## config.mk

```make
export PLATFORM = sky130hd
export DESIGN_NAME = serial_subtractor
export DESIGN_NICKNAME = d
export VERILOG_FILES = /design/src/rtl/serial_subtractor_pkg.sv /design/src/rtl/full_subtractor.sv /design/src/rtl/serial_subtractor.sv
export SDC_FILE = /design/constraint.sdc
export NUM_CORES = 1
export LEC_CHECK = 0
export CELL_PAD_IN_SITES_DETAIL_PLACEMENT = 1
export CELL_PAD_IN_SITES_GLOBAL_PLACEMENT = 2
export CORE_AREA = 2 2 82 84
export CTS_CLUSTER_SIZE = 24
export DETAILED_ROUTE_END_ITERATION = 8
export DIE_AREA = 0 0 84 86
export PLACE_DENSITY_LB_ADDON = 0.1
export SYNTH_ARGS = -nofsm -noshare
export SYNTH_HDL_FRONTEND = slang
export SYNTH_SLANG_ARGS = --single-unit
```

## constraint.sdc

```tcl
create_clock -name clk -period 1.3 [get_ports clk]
set_input_delay 0.26 -clock clk [delete_from_list [all_inputs] [get_ports clk]]
set_output_delay 0.26 -clock clk [all_outputs]
set_load 0.01 [all_outputs]
```

## src/rtl/serial_subtractor_pkg.sv

```systemverilog
// Shared types and constants for the bit-serial subtractor.
package serial_subtractor_pkg;

  typedef enum logic [1:0] {
    IDLE = 2'd0,
    RUN  = 2'd1,
    DONE = 2'd2
  } state_e;

  localparam int SERIAL_SUB_WIDTH_DEF = 8;

endpackage

```

## src/rtl/full_subtractor.sv

```systemverilog
// One-bit full subtractor cell: diff = a - b - bin, bout = borrow out.
module full_subtractor (
  input  logic a,
  input  logic b,
  input  logic bin,
  output logic diff,
  output logic bout
);

  assign diff = a ^ b ^ bin;
  assign bout = (~a & b) | (~(a ^ b) & bin);

endmodule

```

## src/rtl/serial_subtractor.sv

```systemverilog
// Bit-serial WIDTH-bit subtractor, LSB first, one full_subtractor cell.
// Define SERIAL_SUB_OVF_EN to build the signed-overflow flag; otherwise ovf is 0.
module serial_subtractor
  import serial_subtractor_pkg::*;
#(
  parameter int WIDTH = SERIAL_SUB_WIDTH_DEF
) (
  input  logic             clk,
  input  logic             rst_n,
  input  logic             start,
  input  logic [WIDTH-1:0] a,
  input  logic [WIDTH-1:0] b,
  input  logic             bin,
  output logic             busy,
  output logic             done,
  output logic [WIDTH-1:0] diff,
  output logic             bout,
  output logic             ovf
);

  localparam int CW = $clog2(WIDTH) + 1;

  state_e           state_q, state_d;
  logic [WIDTH-1:0] a_sh_q, a_sh_d, b_sh_q, b_sh_d, d_sh_q, d_sh_d;
  logic [WIDTH-1:0] diff_q, diff_d;
  logic [CW-1:0]    cnt_q, cnt_d;
  logic             brw_q, brw_d, bout_q, bout_d;
  logic             cell_diff, cell_bout, accept, last_bit;
  logic [WIDTH:0]   d_cat;
  logic [WIDTH-1:0] d_next;

  full_subtractor u_fs (
    .a    (a_sh_q[0]),
    .b    (b_sh_q[0]),
    .bin  (brw_q),
    .diff (cell_diff),
    .bout (cell_bout)
  );

  assign accept   = (state_q == IDLE) && start;
  assign last_bit = (state_q == RUN) && (cnt_q == CW'(WIDTH - 1));
  // Work word with the current cell bit shifted in; complete on the last bit.
  assign d_cat    = {cell_diff, d_sh_q};
  assign d_next   = d_cat[WIDTH:1];

  always_ff @(posedge clk) begin
    if (!rst_n) state_q <= IDLE;
    else        state_q <= state_d;
  end

  always_comb begin
    state_d = state_q;
    case (state_q)
      IDLE:    if (start) state_d = RUN;
      RUN:     if (last_bit) state_d = DONE;
      DONE:    state_d = IDLE;
      default: state_d = IDLE;
    endcase
  end

  always_comb begin
    busy = (state_q == RUN);
    done = (state_q == DONE);
  end

  always_comb begin
    a_sh_d = a_sh_q;
    b_sh_d = b_sh_q;
    d_sh_d = d_sh_q;
    brw_d  = brw_q;
    cnt_d  = cnt_q;
    diff_d = diff_q;
    bout_d = bout_q;
    if (accept) begin
      a_sh_d = a;
      b_sh_d = b;
      d_sh_d = '0;
      brw_d  = bin;
      cnt_d  = '0;
    end else if (state_q == RUN) begin
      a_sh_d = a_sh_q >> 1;
      b_sh_d = b_sh_q >> 1;
      d_sh_d = d_next;
      brw_d  = cell_bout;
      cnt_d  = cnt_q + 1'b1;
      if (last_bit) begin
        diff_d = d_next;
        bout_d = cell_bout;
      end
    end
  end

  always_ff @(posedge clk) begin
    if (!rst_n) begin
      a_sh_q <= '0;
      b_sh_q <= '0;
      d_sh_q <= '0;
      brw_q  <= 1'b0;
      cnt_q  <= '0;
      diff_q <= '0;
      bout_q <= 1'b0;
    end else begin
      a_sh_q <= a_sh_d;
      b_sh_q <= b_sh_d;
      d_sh_q <= d_sh_d;
      brw_q  <= brw_d;
      cnt_q  <= cnt_d;
      diff_q <= diff_d;
      bout_q <= bout_d;
    end
  end

  assign diff = diff_q;
  assign bout = bout_q;

`ifdef SERIAL_SUB_OVF_EN
  // Operand MSBs are shifted out during RUN, so keep a copy for the flag.
  logic a_msb_q, a_msb_d, b_msb_q, b_msb_d, ovf_q, ovf_d;

  always_comb begin
    a_msb_d = a_msb_q;
    b_msb_d = b_msb_q;
    ovf_d   = ovf_q;
    if (accept) begin
      a_msb_d = a[WIDTH-1];
      b_msb_d = b[WIDTH-1];
    end else if (last_bit) begin
      ovf_d = (a_msb_q != b_msb_q) && (d_next[WIDTH-1] != a_msb_q);
    end
  end

  always_ff @(posedge clk) begin
    if (!rst_n) begin
      a_msb_q <= 1'b0;
      b_msb_q <= 1'b0;
      ovf_q   <= 1'b0;
    end else begin
      a_msb_q <= a_msb_d;
      b_msb_q <= b_msb_d;
      ovf_q   <= ovf_d;
    end
  end

  assign ovf = ovf_q;
`else
  assign ovf = 1'b0;
`endif

endmodule

```

==> flow_summary.json, run 1 <==
{
  "ys_ff_latch": 39,
  "p_leak_nw": 0.884,
  "min_period_ns": 1.23,
  "end_kind": "flop",
  "whs_path_depth": 2,
  "placement.cell_area_mm2": 0.00217,
  "cap_violations": 0,
  "crit_family": "adder cells",
  "core_area_mm2": 0.00628,
  "stdcell_count": 316,
  "hold_viol": 0,
  "synth_top_area_share_pct": 45.2,
  "seqCellArea_um2": 788,
  "max_freq_ghz": 0.815,
  "die_h_um": 86,
  "overflow": 0,
  "critPathLaunchType": "flop",
  "diodes": 0,
  "path_max_fanout": 3,
  "htreeDepth": 2,
  "grt_first_pass_wirelength_um": 8140,
  "ys.warnings.count": 0,
  "drc": 0,
  "synth-edff-count": 0,
  "syn2layout_area_growth_pct": 32.9,
  "clockRootBuffer": "clkbuf_8",
  "ir_drop_mv": 0.319,
  "synth_fp_nets": 218,
  "drt-initial-drc-count": 20,
  "cp.depth": 4,
  "port_buffers": 30,
  "io_pins": 32,
  "yosys-top-cells-area": "dfxtp_1 45%, nand2_1 7.2%, a21oi_1 6.9%",
  "crit_type": "flop to flop",
  "dp_cells": 305,
  "cts_buffers": 5,
  "fin_area_mm2": 0.00230,
  "clk_latency_ns": 0.29,
  "p_per_area_mw_per_mm2": 1060,
  "fill_cells": 745,
  "cts_tree": "done",
  "cp.required_ns": 1.51,
  "ys.flop_type": "dfxtp_1",
  "wl_um": 4750,
  "timing.hold.ws_ns": 0.460,
  "fin_crit_sh_pct": 94.4,
  "arrival_ns": 1.44,
  "synth.distinct_cells": 36,
  "clk_path_buf_depth": 2,
  "synth_top_area_cell": "dfxtp_1",
  "ys_async_sr_fraction_pct": 0,
  "routabilityCongestion": 0.842,
  "path_cells": "inv_1 -> fa_1 -> nand2_1 -> mux2i_1",
  "antenna_found_initial": 0,
  "finalClockSkew_ns": 0.00723,
  "finalSetupViolCount": 0,
  "cts.sinks": 39,
  "cts.clk_slew.worst_paths_ns": 0.07,
  "grt_usage_pct": 14.1,
  "grt_max_degree": 23,
  "rows": 29,
  "dp_hpwl_um": 3330,
  "slowest_delay_ns": 0.56,
  "syn-cell-area_mm2": 0.00173,
  "via_count": 1579,
  "ant_nets": 0,
  "wl_per_cell_um": 15.0,
  "drtPass1Iterations": 4,
  "syn_inst": 196,
  "synth_common_cells": "39 x dfxtp_1, 33 x nand2_1, 24 x a21oi_1",
  "outcome": "finished clean",
  "synth_seq_area_share_pct": 45.2,
  "dieWidth_um": 84,
  "drive_gt1_share_pct": 18.8,
  "drv_slew": 0,
  "grt_pass1_vias": 1659,
  "min_path_type": "flop to flop",
  "initial_core_util_pct": 27.5,
  "reg2regPathDepth": 4,
  "multi_input_area_um2": 847,
  "fin_nets": 260,
  "syn_area_per_cell_um2": 8.82,
  "critPathSlowestCell": "fa_1",
  "power_mw": 2.42,
  "via_per_inst": 5.00,
  "synth.most_common_cell": "dfxtp_1",
  "path_buf_inv": 1,
  "dieArea_mm2": 0.00722
}
==> sequential cells by signal (all words and copies together) (netlist names) <==
signal / cells
a_sh_q: 8
b_sh_q: 8
diff: 8
d_sh_q: 7
cnt_q: 4
state_q: 2
bout: 1
brw_q: 1
==> cells in the final DEF, fill, tap and decap left out, types with 3 or more instances in the layout <==
cell type and instances:
a21oi_1 24, buf_4 17, buf_6 4, clkbuf_8 5, clkdlybuf4s50_1 18, dfxtp_1 33, dfxtp_2 6, dlygate4sd2_1 10
inv_1 8, mux2i_1 8, nand2_1 33, nor2_1 3, o21ai_0 11, o221ai_1 12, o22ai_1 9, or3b_1 6
==> where the power goes <==
part	total [mW]	internal, mW	leakage, nW	switching (mW)
Combinational	0.338	0.176	0.521	0.162
Clock	0.792	0.377	0.0422	0.415
Sequential	1.29	1.25	0.321	0.0448
==> cell families after synthesis <==
group,Yosys count,synth area share [%]
other cells,1,0.217
flops,39,45.2
xor+xnor,2,1.01
compound gates,63,22.9
buf+inv,26,7.74
mux,8,4.63
fa+ha+maj,2,1.88
simple gates,55,16.5
==> metrics by stage <==
stage / TNS [ns] / worst slack (ns) / util [%]
after floorplan: 0 / 0.0133 / -
after detailed placement: -12.40 / -0.403 / 34.5
final: 0 / 0.0732 / 36.6
after CTS: -0.0272 / -0.0272 / 35.8
after global routing: -0.00554 / -0.00554 / 36.6
after global placement: -9.90 / -0.322 / 34.5
==> path summary, 6_finish.rpt <==
kind / endpoint / startpoint / slack, ns
min: diff[5] / diff[5] / 0.46
min reg2reg: diff[5] / diff[5] / 0.46
max reg2reg: diff[7] / brw_q / 0.07
max: diff[7] / brw_q / 0.07
==> what timing repair did <==
item                       4_1_cts  5_1_grt
buffers inserted                 0        2
hold endpoints to repair         0        0
cloned                           1        0
gates resized for setup         21       14
hold buffers                     0        0
setup endpoints to repair       41       25
pin swaps                        0        2
==> worst reg2reg max path, stage by stage (launching register included) <==
cell and delay, ns:
dfxtp_2 0.34, inv_1 0.06, fa_1 0.56, nand2_1 0.06
mux2i_1 0.14
==> layout make-up <==
class | count | area share [%]
well taps | 77 | 4.19
flip-flops and latches | 39 | 34.3
repair buffers | 51 | 19.6
clock buffers | 7 | 3.32
inverters | 9 | 1.47
clock inverters | 1 | 0.218
multi-input cells | 132 | 36.9
==> layer usage <==
metal  GRT usage (%)  vias up  share of wire, %
met1            17.7      771                46
met2            24.5       26                50
met5               0        -                 0
met4            3.96        0               1.1
li1                -      776                 -
met3            3.08        6               2.9
No activity file was read; power rests on OpenSTA's default activity.
==> inputs of run 2 (changes only) <==
- CORE_AREA: 2 2 82 84 -> 2 2 59 117
- DIE_AREA: 0 0 84 86 -> 0 0 61 119
==> run 2 against run 1 <==
Worst setup slack worse by 0.026 ns; clock skew fell by 0.0034 ns; design area up 6.3%; first-iteration DRC count rose by 60%; via count increased by 1.3%; wire length up 1.2%; core utilization increased by 1.2 points; worst hold slack worse by 0.0049 ns; sequential power about the same; sequential share of layout area shrank 2.1 points; register-to-register slack got worse by 0.03 ns; largest power group is now the clock network; highest routed layer unchanged.
==> flow_summary.json, run 2 (synthesized netlist as in run 1, its figures left out) <==
{
  "outcome": "finished clean",
  "timing.hold.ws_ns": 0.455,
  "hold_path_end": "diff[2]",
  "min_path_type": "flop to flop",
  "cts_buffers": 5,
  "routabilityCongestion": 0.728,
  "grt_pass1_vias": 1623,
  "antenna_found_initial": 0,
  "grt_max_degree": 17,
  "multi_input_area_um2": 838,
  "p_leak_nw": 0.960,
  "initial_core_util_pct": 26.8,
  "ant_nets": 0,
  "clk_latency_ns": 0.28,
  "via_count": 1600,
  "die_h_um": 119,
  "final_common_cell": "dfxtp_1",
  "cts.clk_slew.worst_paths_ns": 0.06,
  "rows": 42,
  "drc": 0,
  "power_mw": 3.22,
  "ir_drop_mv": 0.807,
  "diodes": 0,
  "drt-initial-drc-count": 32,
  "cp.required_ns": 1.47,
  "min_period_ns": 1.25,
  "dieArea_mm2": 0.00726,
  "cts_tree": "done",
  "syn2layout_area_growth_pct": 41.2,
  "min_from": "diff[2]",
  "grt_usage_pct": 14.7,
  "overflow": 0,
  "finalSetupViolCount": 0,
  "cts.sinks": 39,
  "dp_hpwl_um": 3180,
  "holdBufCountCts": 0,
  "arrival_ns": 1.42,
  "timing.rr.end": "b_sh_q[0]",
  "dieWidth_um": 61,
  "p_per_area_mw_per_mm2": 1320,
  "cap_violations": 0,
  "end_kind": "flop",
  "wl_um": 4810,
  "core_area_mm2": 0.00646,
  "finalClockSkew_ns": 0.00387,
  "drv_slew": 0,
  "drtPass1Iterations": 6,
  "critPathLaunchType": "flop",
  "mostFrequentLayoutCells": "35 x dfxtp_1, 33 x nand2_1, 24 x a21oi_1, 24 x buf_4, 18 x clkdlybuf4s50_1",
  "via_per_inst": 4.80,
  "hold_viol": 0,
  "io_pins": 32,
  "path_max_fanout": 12,
  "fill_cells": 766,
  "rrSetupSlack_ns": 0.05,
  "reg2reg_from": "state_q[1]",
  "crit_path_start": "state_q[1]",
  "fin_nets": 266,
  "wl_per_cell_um": 14.4,
  "whs_path_depth": 2,
  "seqCellArea_um2": 786,
  "crit_type": "flop to flop",
  "port_buffers": 30,
  "reg2regPathDepth": 4,
  "fin_crit_sh_pct": 96.4,
  "fin_util_pct": 37.8,
  "htreeDepth": 2,
  "clockRootBuffer": "clkbuf_16",
  "clk_path_buf_depth": 2,
  "drive_gt1_share_pct": 20.8,
  "grt_first_pass_wirelength_um": 7880,
  "max_freq_ghz": 0.798
}
-- run 2: changes by cell type in the layout (fill, tap and decap cells not counted), moves of 2 or more --
cell and change:
buf_2 +2, dfxtp_1 +2, clkbuf_16 +5, buf_6 -2
clkbuf_8 -5, bufinv_16 +2, dfxtp_2 -2, buf_4 +7
-- run 2: cell type report --
class / instances / share of cell area, %
Clock buffer: 6 / 5.28
Tap cell: 88 / 4.51
Inverter: 9 / 1.38
Sequential cell: 39 / 32.2
Clock inverter: 2 / 2.46
Multi-Input combinational cell: 132 / 34.3
Timing Repair Buffer: 57 / 19.9
-- run 2: how the worst max path moves through the flow --
stage          cells past startpoint         to  slack (ns)
2_1_floorplan                      5       bout        0.01
3_3_place_gp                       5  b_sh_q[1]       -0.31
3_5_place_dp                       5  b_sh_q[0]       -0.33
4_1_cts                            4    diff[1]        0.01
5_1_grt                            5      brw_q      -0.003
6_report                           4  b_sh_q[0]        0.05
-- run 2: metrics by stage --
step / instance area (µm²) / std cells / setup TNS, ns / setup WS [ns]
after floorplan: 1730 / 196 / 0 / 0.0133
after global routing: 2440 / 333 / -0.00510 / -0.00275
after global placement: 2210 / 320 / -7.03 / -0.310
after CTS: 2410 / 331 / 0 / 0.0150
final: 2440 / 333 / 0 / 0.0469
after detailed placement: 2210 / 320 / -7.55 / -0.332
-- run 2: metal layers --
layer	vias up	global-route usage (%)	wire length, µm
met5	-	0	0
met4	0	6.93	104
met3	6	3.58	198
met2	31	23.1	2400
met1	776	18.1	2110
li1	787	-	-
-- run 2: power breakdown --
part	switching, mW	internal [mW]
clock network	0.483	1.10
logic	0.165	0.182
registers	0.0424	1.25
-- run 2: repair_timing --
item / 4_1_cts / 5_1_grt
buffers inserted: 2 / 1
cloned: 1 / 1
gates resized for setup: 19 / 11
endpoints found under the setup margin: 16 / 21
pin swaps: 0 / 2
hold endpoints to repair: 0 / 0
-- run 2: worst max-delay path, stage by stage, from the launching register on --
cell	delay [ns]
dfxtp_2	0.33
buf_4	0.17
or3b_2	0.46
o21ai_0	0.08
a21oi_1	0.09
